$ cat config.mk
export PLATFORM = sky130hd
export DESIGN_NAME = rt_burst_sequencer
export DESIGN_NICKNAME = d
export VERILOG_FILES = /design/src/rtl/rt_burst_sequencer.sv
export SDC_FILE = /design/constraint.sdc
export NUM_CORES = 1
export LEC_CHECK = 0
export CELL_PAD_IN_SITES_DETAIL_PLACEMENT = 0
export CELL_PAD_IN_SITES_GLOBAL_PLACEMENT = 1
export CORE_UTILIZATION = 35
export DETAILED_ROUTE_END_ITERATION = 10
export GPL_TIMING_DRIVEN = 0
export PLACE_DENSITY = 0.84
export SETUP_SLACK_MARGIN = 0.5
export SLEW_MARGIN = 20
export SYNTH_ARGS = -nofsm -noshare
export SYNTH_HDL_FRONTEND = slang
export SYNTH_SLANG_ARGS = --single-unit
$ cat constraint.sdc
create_clock -name clk_i -period 5.54 [get_ports clk_i]
set_input_delay 1.662 -clock clk_i [delete_from_list [all_inputs] [get_ports clk_i]]
set_output_delay 1.662 -clock clk_i [all_outputs]
set_load 0.02 [all_outputs]
$ cat src/rtl/rt_burst_sequencer.sv
// rtl/rt_burst_sequencer.sv - burst access engine: one start command becomes LEN strided single-word memory accesses
// Modes: write, read, read-compare (readback checked against a streamed expected word, mismatches counted).
module rt_burst_sequencer #(
    parameter int ADDR_WIDTH = 9,
    parameter int DATA_WIDTH = 32,
    parameter int LEN_WIDTH  = 8,
    parameter int STRIDE     = 4,
    parameter int TIMEOUT    = 1023
) (
    input  logic                  clk_i,
    input  logic                  rst_i,
    input  logic                  start_i,
    input  logic [1:0]            mode_i,
    input  logic [ADDR_WIDTH-1:0] base_addr_i,
    input  logic [LEN_WIDTH-1:0]  len_i,
    input  logic [3:0]            be_i,
    input  logic                  abort_i,
    input  logic [DATA_WIDTH-1:0] din_i,
    input  logic                  din_valid_i,
    output logic                  din_ready_o,
    output logic                  en_ab_o,
    output logic [ADDR_WIDTH-1:0] addr_o,
    output logic [DATA_WIDTH-1:0] wdata_o,
    output logic                  write_en_o,
    output logic [3:0]            be_o,
    input  logic [DATA_WIDTH-1:0] r_data_i,
    input  logic                  r_valid_i,
    output logic [DATA_WIDTH-1:0] dout_o,
    output logic                  dout_valid_o,
    output logic                  busy_o,
    output logic                  done_o,
    output logic                  err_timeout_o,
    output logic [LEN_WIDTH-1:0]  mismatch_cnt_o
);

    localparam int TW = $clog2(TIMEOUT + 1);
    localparam logic [1:0] MODE_WRITE   = 2'b00;
    localparam logic [1:0] MODE_COMPARE = 2'b10;

    typedef enum logic [2:0] {
        S_IDLE,
        S_FETCH,
        S_ISSUE,
        S_WAIT,
        S_GAP,
        S_DONE
    } state_t;

    state_t                  state;
    state_t                  state_nx;

    logic [1:0]              mode_q;
    logic [ADDR_WIDTH-1:0]   addr_q;
    logic [LEN_WIDTH-1:0]    remaining_q;
    logic [3:0]              be_q;
    logic [DATA_WIDTH-1:0]   wdata_q;
    logic [DATA_WIDTH-1:0]   expect_q;
    logic [DATA_WIDTH-1:0]   dout_q;
    logic                    dout_valid_q;
    logic                    abort_q;
    logic                    r_valid_prev;
    logic                    err_q;
    logic [LEN_WIDTH-1:0]    mismatch_q;
    logic [TW-1:0]           tmo_cnt;

    logic                    is_write;
    logic                    is_compare;
    logic                    start_fetches;
    logic                    r_rise;
    logic                    timeout_hit;
    logic                    last_word;

    assign is_write      = (mode_q == MODE_WRITE);
    assign is_compare    = (mode_q == MODE_COMPARE);
    assign start_fetches = (mode_i == MODE_WRITE) || (mode_i == MODE_COMPARE);
    assign r_rise        = r_valid_i & ~r_valid_prev;
    // A completion edge arriving on the final count still wins over the timeout.
    assign timeout_hit   = (state == S_WAIT) && !r_rise && (tmo_cnt == TW'(TIMEOUT - 1));
    assign last_word     = (remaining_q == LEN_WIDTH'(1)) || abort_q || abort_i;

    always_ff @(posedge clk_i or posedge rst_i) begin
        if (rst_i) begin
            state <= S_IDLE;
        end else begin
            state <= state_nx;
        end
    end

    always_comb begin
        state_nx = state;
        unique case (state)
            S_IDLE: begin
                if (start_i) begin
                    if (len_i == '0) begin
                        state_nx = S_DONE;
                    end else if (start_fetches) begin
                        state_nx = S_FETCH;
                    end else begin
                        state_nx = S_ISSUE;
                    end
                end
            end
            S_FETCH: begin
                if (din_valid_i) begin
                    state_nx = S_ISSUE;
                end
            end
            S_ISSUE: state_nx = S_WAIT;
            S_WAIT: begin
                if (r_rise) begin
                    state_nx = S_GAP;
                end else if (timeout_hit) begin
                    state_nx = S_DONE;
                end
            end
            S_GAP: begin
                if (last_word) begin
                    state_nx = S_DONE;
                end else if (is_write || is_compare) begin
                    state_nx = S_FETCH;
                end else begin
                    state_nx = S_ISSUE;
                end
            end
            S_DONE:  state_nx = S_IDLE;
            default: state_nx = S_IDLE;
        endcase
    end

    always_comb begin
        din_ready_o = (state == S_FETCH);
        en_ab_o     = (state == S_ISSUE);
        write_en_o  = is_write && ((state == S_ISSUE) || (state == S_WAIT));
        busy_o      = (state != S_IDLE);
        done_o      = (state == S_DONE);
    end

    always_ff @(posedge clk_i or posedge rst_i) begin
        if (rst_i) begin
            mode_q       <= '0;
            addr_q       <= '0;
            remaining_q  <= '0;
            be_q         <= '0;
            wdata_q      <= '0;
            expect_q     <= '0;
            dout_q       <= '0;
            dout_valid_q <= 1'b0;
            abort_q      <= 1'b0;
            r_valid_prev <= 1'b0;
            err_q        <= 1'b0;
            mismatch_q   <= '0;
            tmo_cnt      <= '0;
        end else begin
            // The edge register tracks r_valid_i in every state so a level left high is never seen as a new completion.
            r_valid_prev <= r_valid_i;
            dout_valid_q <= 1'b0;
            if (abort_i && state != S_IDLE) begin
                abort_q <= 1'b1;
            end
            unique case (state)
                S_IDLE: begin
                    if (start_i) begin
                        mode_q      <= mode_i;
                        addr_q      <= base_addr_i;
                        remaining_q <= len_i;
                        be_q        <= be_i;
                        mismatch_q  <= '0;
                        err_q       <= 1'b0;
                        abort_q     <= 1'b0;
                    end
                end
                S_FETCH: begin
                    if (din_valid_i) begin
                        if (is_write) begin
                            wdata_q <= din_i;
                        end else begin
                            expect_q <= din_i;
                        end
                    end
                end
                S_ISSUE: tmo_cnt <= '0;
                S_WAIT: begin
                    if (r_rise) begin
                        if (!is_write) begin
                            dout_q       <= r_data_i;
                            dout_valid_q <= 1'b1;
                        end
                        if (is_compare && (r_data_i != expect_q) && (mismatch_q != '1)) begin
                            mismatch_q <= mismatch_q + LEN_WIDTH'(1);
                        end
                    end else if (timeout_hit) begin
                        err_q <= 1'b1;
                    end else begin
                        tmo_cnt <= tmo_cnt + TW'(1);
                    end
                end
                S_GAP: begin
                    addr_q      <= addr_q + ADDR_WIDTH'(STRIDE);
                    remaining_q <= remaining_q - LEN_WIDTH'(1);
                end
                S_DONE: ;
                default: ;
            endcase
        end
    end

    assign addr_o         = addr_q;
    assign wdata_o        = wdata_q;
    assign be_o           = be_q;
    assign dout_o         = dout_q;
    assign dout_valid_o   = dout_valid_q;
    assign err_timeout_o  = err_q;
    assign mismatch_cnt_o = mismatch_q;

endmodule
# --- Yosys cells after proc, flatten, opt, wreduce, memory -nomap -nowiden ---
# Index checks and enable logic that the tools add are counted.
totals:
  out_inout_bits: 92
  elab_cells: 99
  reg_bits: 144
  inputBits: 93
op_classes:
  bitwise: 3
  muxes: 30
  addsub: 4
  n_reduce_logical: 29
  eq_ne: 19
op_table:
  columns: ["cell", "count"]
  rows:
  - ["8-bit 2-to-1 mux", 4]
  - ["32-bit inequality test", 1]
  - ["8-bit case mux with 2 select lines", 2]
  - ["10-bit 2-to-1 mux", 2]
  - ["10-bit case mux with 2 select lines", 1]
  - ["3-bit 2-to-1 mux", 6]
  - ["9-bit case mux with 2 select lines", 1]
  - ["3-bit case mux with 5 select lines", 1]
  - ["3-bit AND reduction", 5]
  - ["2-bit inequality test, second input constant", 6]
  - ["10-bit by 1-bit adder with 10-bit output, second input constant", 1]
  - ["10-bit == test, second input constant", 1]
  - ["9-bit by 3-bit adder with 9-bit output, second input constant", 1]
  - ["1-bit 2-to-1 mux", 9]
  - ["9-bit 2-to-1 mux", 1]
  - ["8-bit by 1-bit adder with 8-bit output, second input constant", 1]
  - ["8-bit by 1-bit == test with 1-bit output, second input constant", 1]
  - ["8-bit zero test", 1]
  - ["8-bit inequality test, second input constant", 1]
  - ["4-bit AND reduction", 2]
  - ["8-bit by 1-bit subtractor with 8-bit output, second input constant", 1]
  - ["3-bit by 2-bit == test with 1-bit output, second input constant", 2]
  - ["3-bit == test, second input constant", 2]
  - ["1-bit logical AND", 6]
  - ["15 further kinds", 26]

# --- Longest topological paths before layout ---
depth:
  ltp_word: 8
  mapped_depth: 7
  depth_no_buf: 7

# --- Worst setup path after synthesis ---
# OpenSTA, ideal clock, no wires.
synth_timing:
  path_kind: "input to register"
  start: "input r_data_i[31]"
  end: "register mismatch_q[6], in the netlist mismatch_cnt_o[6]"
  arrival_time_ns: 2.782
  path_slack_ns: 2.658
  n_path_buf: 0
  t_required_ns: 5.439
  cell_stages: 5
  setup_time_ns: 0.101
  cell_sequence: "xor2_1 nor4_2 nand4_2 o21a_4 o311ai_2"
synth_via:
  elab_chain_len: 5
synth_lines:
  columns: ["item", "line_no", "rtl"]
  rows:
  - ["start, declared", "26", "input logic [DATA_WIDTH-1:0] r_data_i,"]
  - ["32-bit inequality test", "188", "if (is_compare && (r_data_i != expect_q) && (mismatch_q != '1)) begin"]
  - ["1-bit logical AND (2 in a row)", "188", null]
  - ["2-bit by 1-bit inequality test with 1-bit output (no line)", null, null]
  - ["4-bit AND reduction (no line)", null, null]
  - ["end signal, assigned", "189", "mismatch_q <= mismatch_q + LEN_WIDTH'(1);"]
  - ["end, declared", "63", "logic [LEN_WIDTH-1:0] mismatch_q;"]
# No other way between the ends.
# A chain may end at the register's enable or synchronous reset.

# --- Worst setup path in the final report ---
layout_timing:
  start: "register state[2]"
  end: "output en_ab_o"
layout_via:
  elab_chain_len: 1
layout_lines:
  columns: ["item", "line_no", "rtl"]
  rows:
  - ["start, declared", "49", "state_t state;"]
  - ["start signal, assigned", "85", "state <= state_nx;"]
  - ["3-bit by 2-bit == test with 1-bit output", "132", "en_ab_o = (state == S_ISSUE);"]
  - ["end, declared", "21", "output logic en_ab_o,"]
# No other way between the ends.

==> results.toml <==
[setup_path]
crit_slowest_cell = "clkdlybuf4s50_1"
path_max_fanout = 10
path_class = "flop to output port"
max_stage_delay_ns = 0.70
path_cells = "buf_4 -> nand2b_4 -> nor2_1 -> clkbuf_1 -> clkdlybuf4s50_1"
cp.arrival_ns = 2.40
required_ns = 3.88
endpoint_kind = "output port"
crit_path_start_kind = "flop"

[routing]
drtPass1Iterations = 4
wirelength_um = 17600
wire_per_inst_um = 17.3
avgViaCountPerCell = 4.93
drt_iter0_drc = 384
vias = 4998
drc = 0
antenna_left = 0

[synth]
synth_cells = 533
synth.distinct_cells = 60
yosysTopAreaCell = "dfrtp_1"
synth_common_cells = "dfrtp_1 (144), mux2_1 (71), nand2_1 (45), xor2_1 (33), nor2_1 (31)"
avgSynthCellArea_um2 = 12.7
syn_nets = 632
yosysTopAreaCellShare = 0.532
synth_edf_count = 0
yosysMostFrequentCell = "dfrtp_1"
synth_area_leaders = "dfrtp_1 (53%), mux2_1 (12%), mux2_4 (4.4%), xor2_1 (4.3%), nand2_1 (2.5%)"
synth_async_sr_flop_share = 1.00
syn_area_mm2 = 0.00678
synth_warnings = 0
ys_seq_elements = 144
yosysSeqAreaShare = 0.532
synthFlopType = "dfrtp_1"

[floorplanning]
die_w_um = 141
io_pins = 185
num_rows = 50
core_mm2 = 0.0188
die_height_um = 141
start_util = 0.360
dieArea_mm2 = 0.0199

[sta]
max_freq_ghz = 0.246
rsz0062_at_grt = "no"
final_max_slew_viol_count = 0
fin_setup_tns_ns = 0
hold_violations = 0
fin_hold_ws_ns = 0.482
worst_pin_slew_ns = 0.535
maxSlewHeadroom = 0.643
min_period_over_period = 0.733
final.setup_skew_ns = 0.0108
min_period_ns = 4.06
setup_viol = 0

[pwr]
p_leak_nw = 4.13
power_density_mw_per_mm2 = 518
ir_worst_vdd_mv = 0.268

[clock_tree]
hold_buffers = 0
clk_pin_slew_ns = 0.06
tritoncts = "done"
insertion_delay_ns = 0.42
cts-root-buf = "clkbuf_16"
cts_htree_levels = 4
clkSinkCount = 144
postCtsSetupRepairBufs = 0
ctsLongestPathBuffers = 2
ctsResizeCount = 0
numCtsBuffers = 17

[final_layout]
n_fill_cell = 1611
n_antenna_cell = 0
syn_to_final_growth_pct = 41.8
drive_above_1_share = 0.147
finish.net_count = 840

[global_routing]
grt_pass1_wl_um = 28400
antenna_found_initial = 1
grt_overflow = 0
grt_max_degree = 33
grtUsageTotal = 0.186
grt_pass1_vias = 5229

[place]
place.gp.congestion = 0.872
hpwl_um = 13400
portBuffers = 184

[hold_path]
hold_class = "flop to flop"

[run_status]
outcome = "completed"

[run]
cap_viol_max_count = 0
-- worst paths after layout --
check / startpoint / endpoint / slack (ns) / depth (start not counted)
min: dout_o[9] / dout_o[9] / 0.48 / 1
max reg2reg: expect_q[23] / mismatch_cnt_o[5] / 3.50 / 5
max in group asynchronous: rst_i / wdata_o[12] / 3.09 / 5
max: state[2] / en_ab_o / 1.48 / 5
min reg2reg: dout_o[9] / dout_o[9] / 0.48 / 1
min in group asynchronous: rst_i / mode_q[0] / 1.57 / 2
-- per-layer routing --
layer / GRT usage / up-vias / share of wire
li1: - / 2332 / -
met1: 0.239 / 2459 / 0.45
met5: 0 / - / 0.00074
met3: 0.0632 / 17 / 0.072
met4: 0.0486 / 2 / 0.0082
met2: 0.299 / 188 / 0.46
-- layout make-up --
cell class              instances  area (um2)  area share
plain buffers                  19         155      0.0162
clock buffers                  17         425      0.0443
clock inverters                15         126      0.0132
inverters                      17        67.6     0.00703
multi-input cells             353        2950       0.307
flip-flops and latches        144        3600       0.375
well taps                     260         325      0.0339
repair buffers                189        1950       0.203
-- sequential cells by signal (all words and copies together), names as in the netlist --
| signal | cells |
|---|---|
| abort_q | 1 |
| addr_o | 9 |
| be_o | 4 |
| dout_o | 32 |
| dout_valid_o | 1 |
| err_timeout_o | 1 |
| expect_q | 32 |
| mismatch_cnt_o | 8 |
| mode_q | 2 |
| r_valid_prev | 1 |
| remaining_q | 8 |
| state | 3 |
| tmo_cnt | 10 |
| wdata_o | 32 |
-- per-stage QoR --
step / area (um2) / power (mW) / utilization / instances / setup WS [ns]
floorplan: 6780 / 2.98 / - / 533 / 2.07
finish: 9610 / 4.97 / 0.510 / 1014 / 1.48
global route: 9610 / 5.27 / 0.510 / 1014 / 1.36
global placement: 8950 / 3.87 / 0.475 / 977 / 0.840
detailed placement: 9050 / 3.93 / 0.481 / 982 / 1.71
CTS: 9610 / 5.02 / 0.510 / 1014 / 1.47
-- placed cells by master, fill, tap and decap left out, types with 5 or more instances in the layout --
cell             count
inv_6                5
nand3_1             15
dfrtp_1            144
xor2_1              33
ha_1                 6
xnor2_1              6
o311ai_2             6
clkbuf_16           17
buf_6                7
mux2_4              20
buf_4                8
inv_1               14
nor2_1              31
nor3_1              11
mux2_1              71
clkdlybuf4s50_1    184
a21oi_1             12
o21ai_0              8
o211ai_1             6
clkinv_4             5
nand2_1             45
nor4_2              10
mux2_2               5
-- critical path: cells and delay by family, from the launching register on --
family | cells | cell delay (ns)
simple gates | 2 | 0.32
flops | 1 | 0.38
buf+inv | 3 | 1.28
-- logic make-up (layout without fill, tap and decap cells) --
group | count (synthesis) | in the layout | share of synthesized area
flops | 144 | 144 | 0.532
buf+inv | 36 | 257 | 0.0323
fa+ha+maj | 6 | 6 | 0.0111
compound gates | 61 | 61 | 0.0720
simple gates | 149 | 149 | 0.129
mux | 98 | 98 | 0.174
xor+xnor | 39 | 39 | 0.0504
-- power breakdown --
| part | leakage (nW) | switching, mW | internal [mW] | total, mW |
|---|---|---|---|---|
| Sequential | 1.80 | 0.297 | 1.50 | 1.79 |
| Clock | 0.263 | 0.488 | 0.584 | 1.07 |
| Combinational | 2.06 | 1.05 | 1.06 | 2.11 |
No activity file was read; power rests on OpenSTA's default activity.
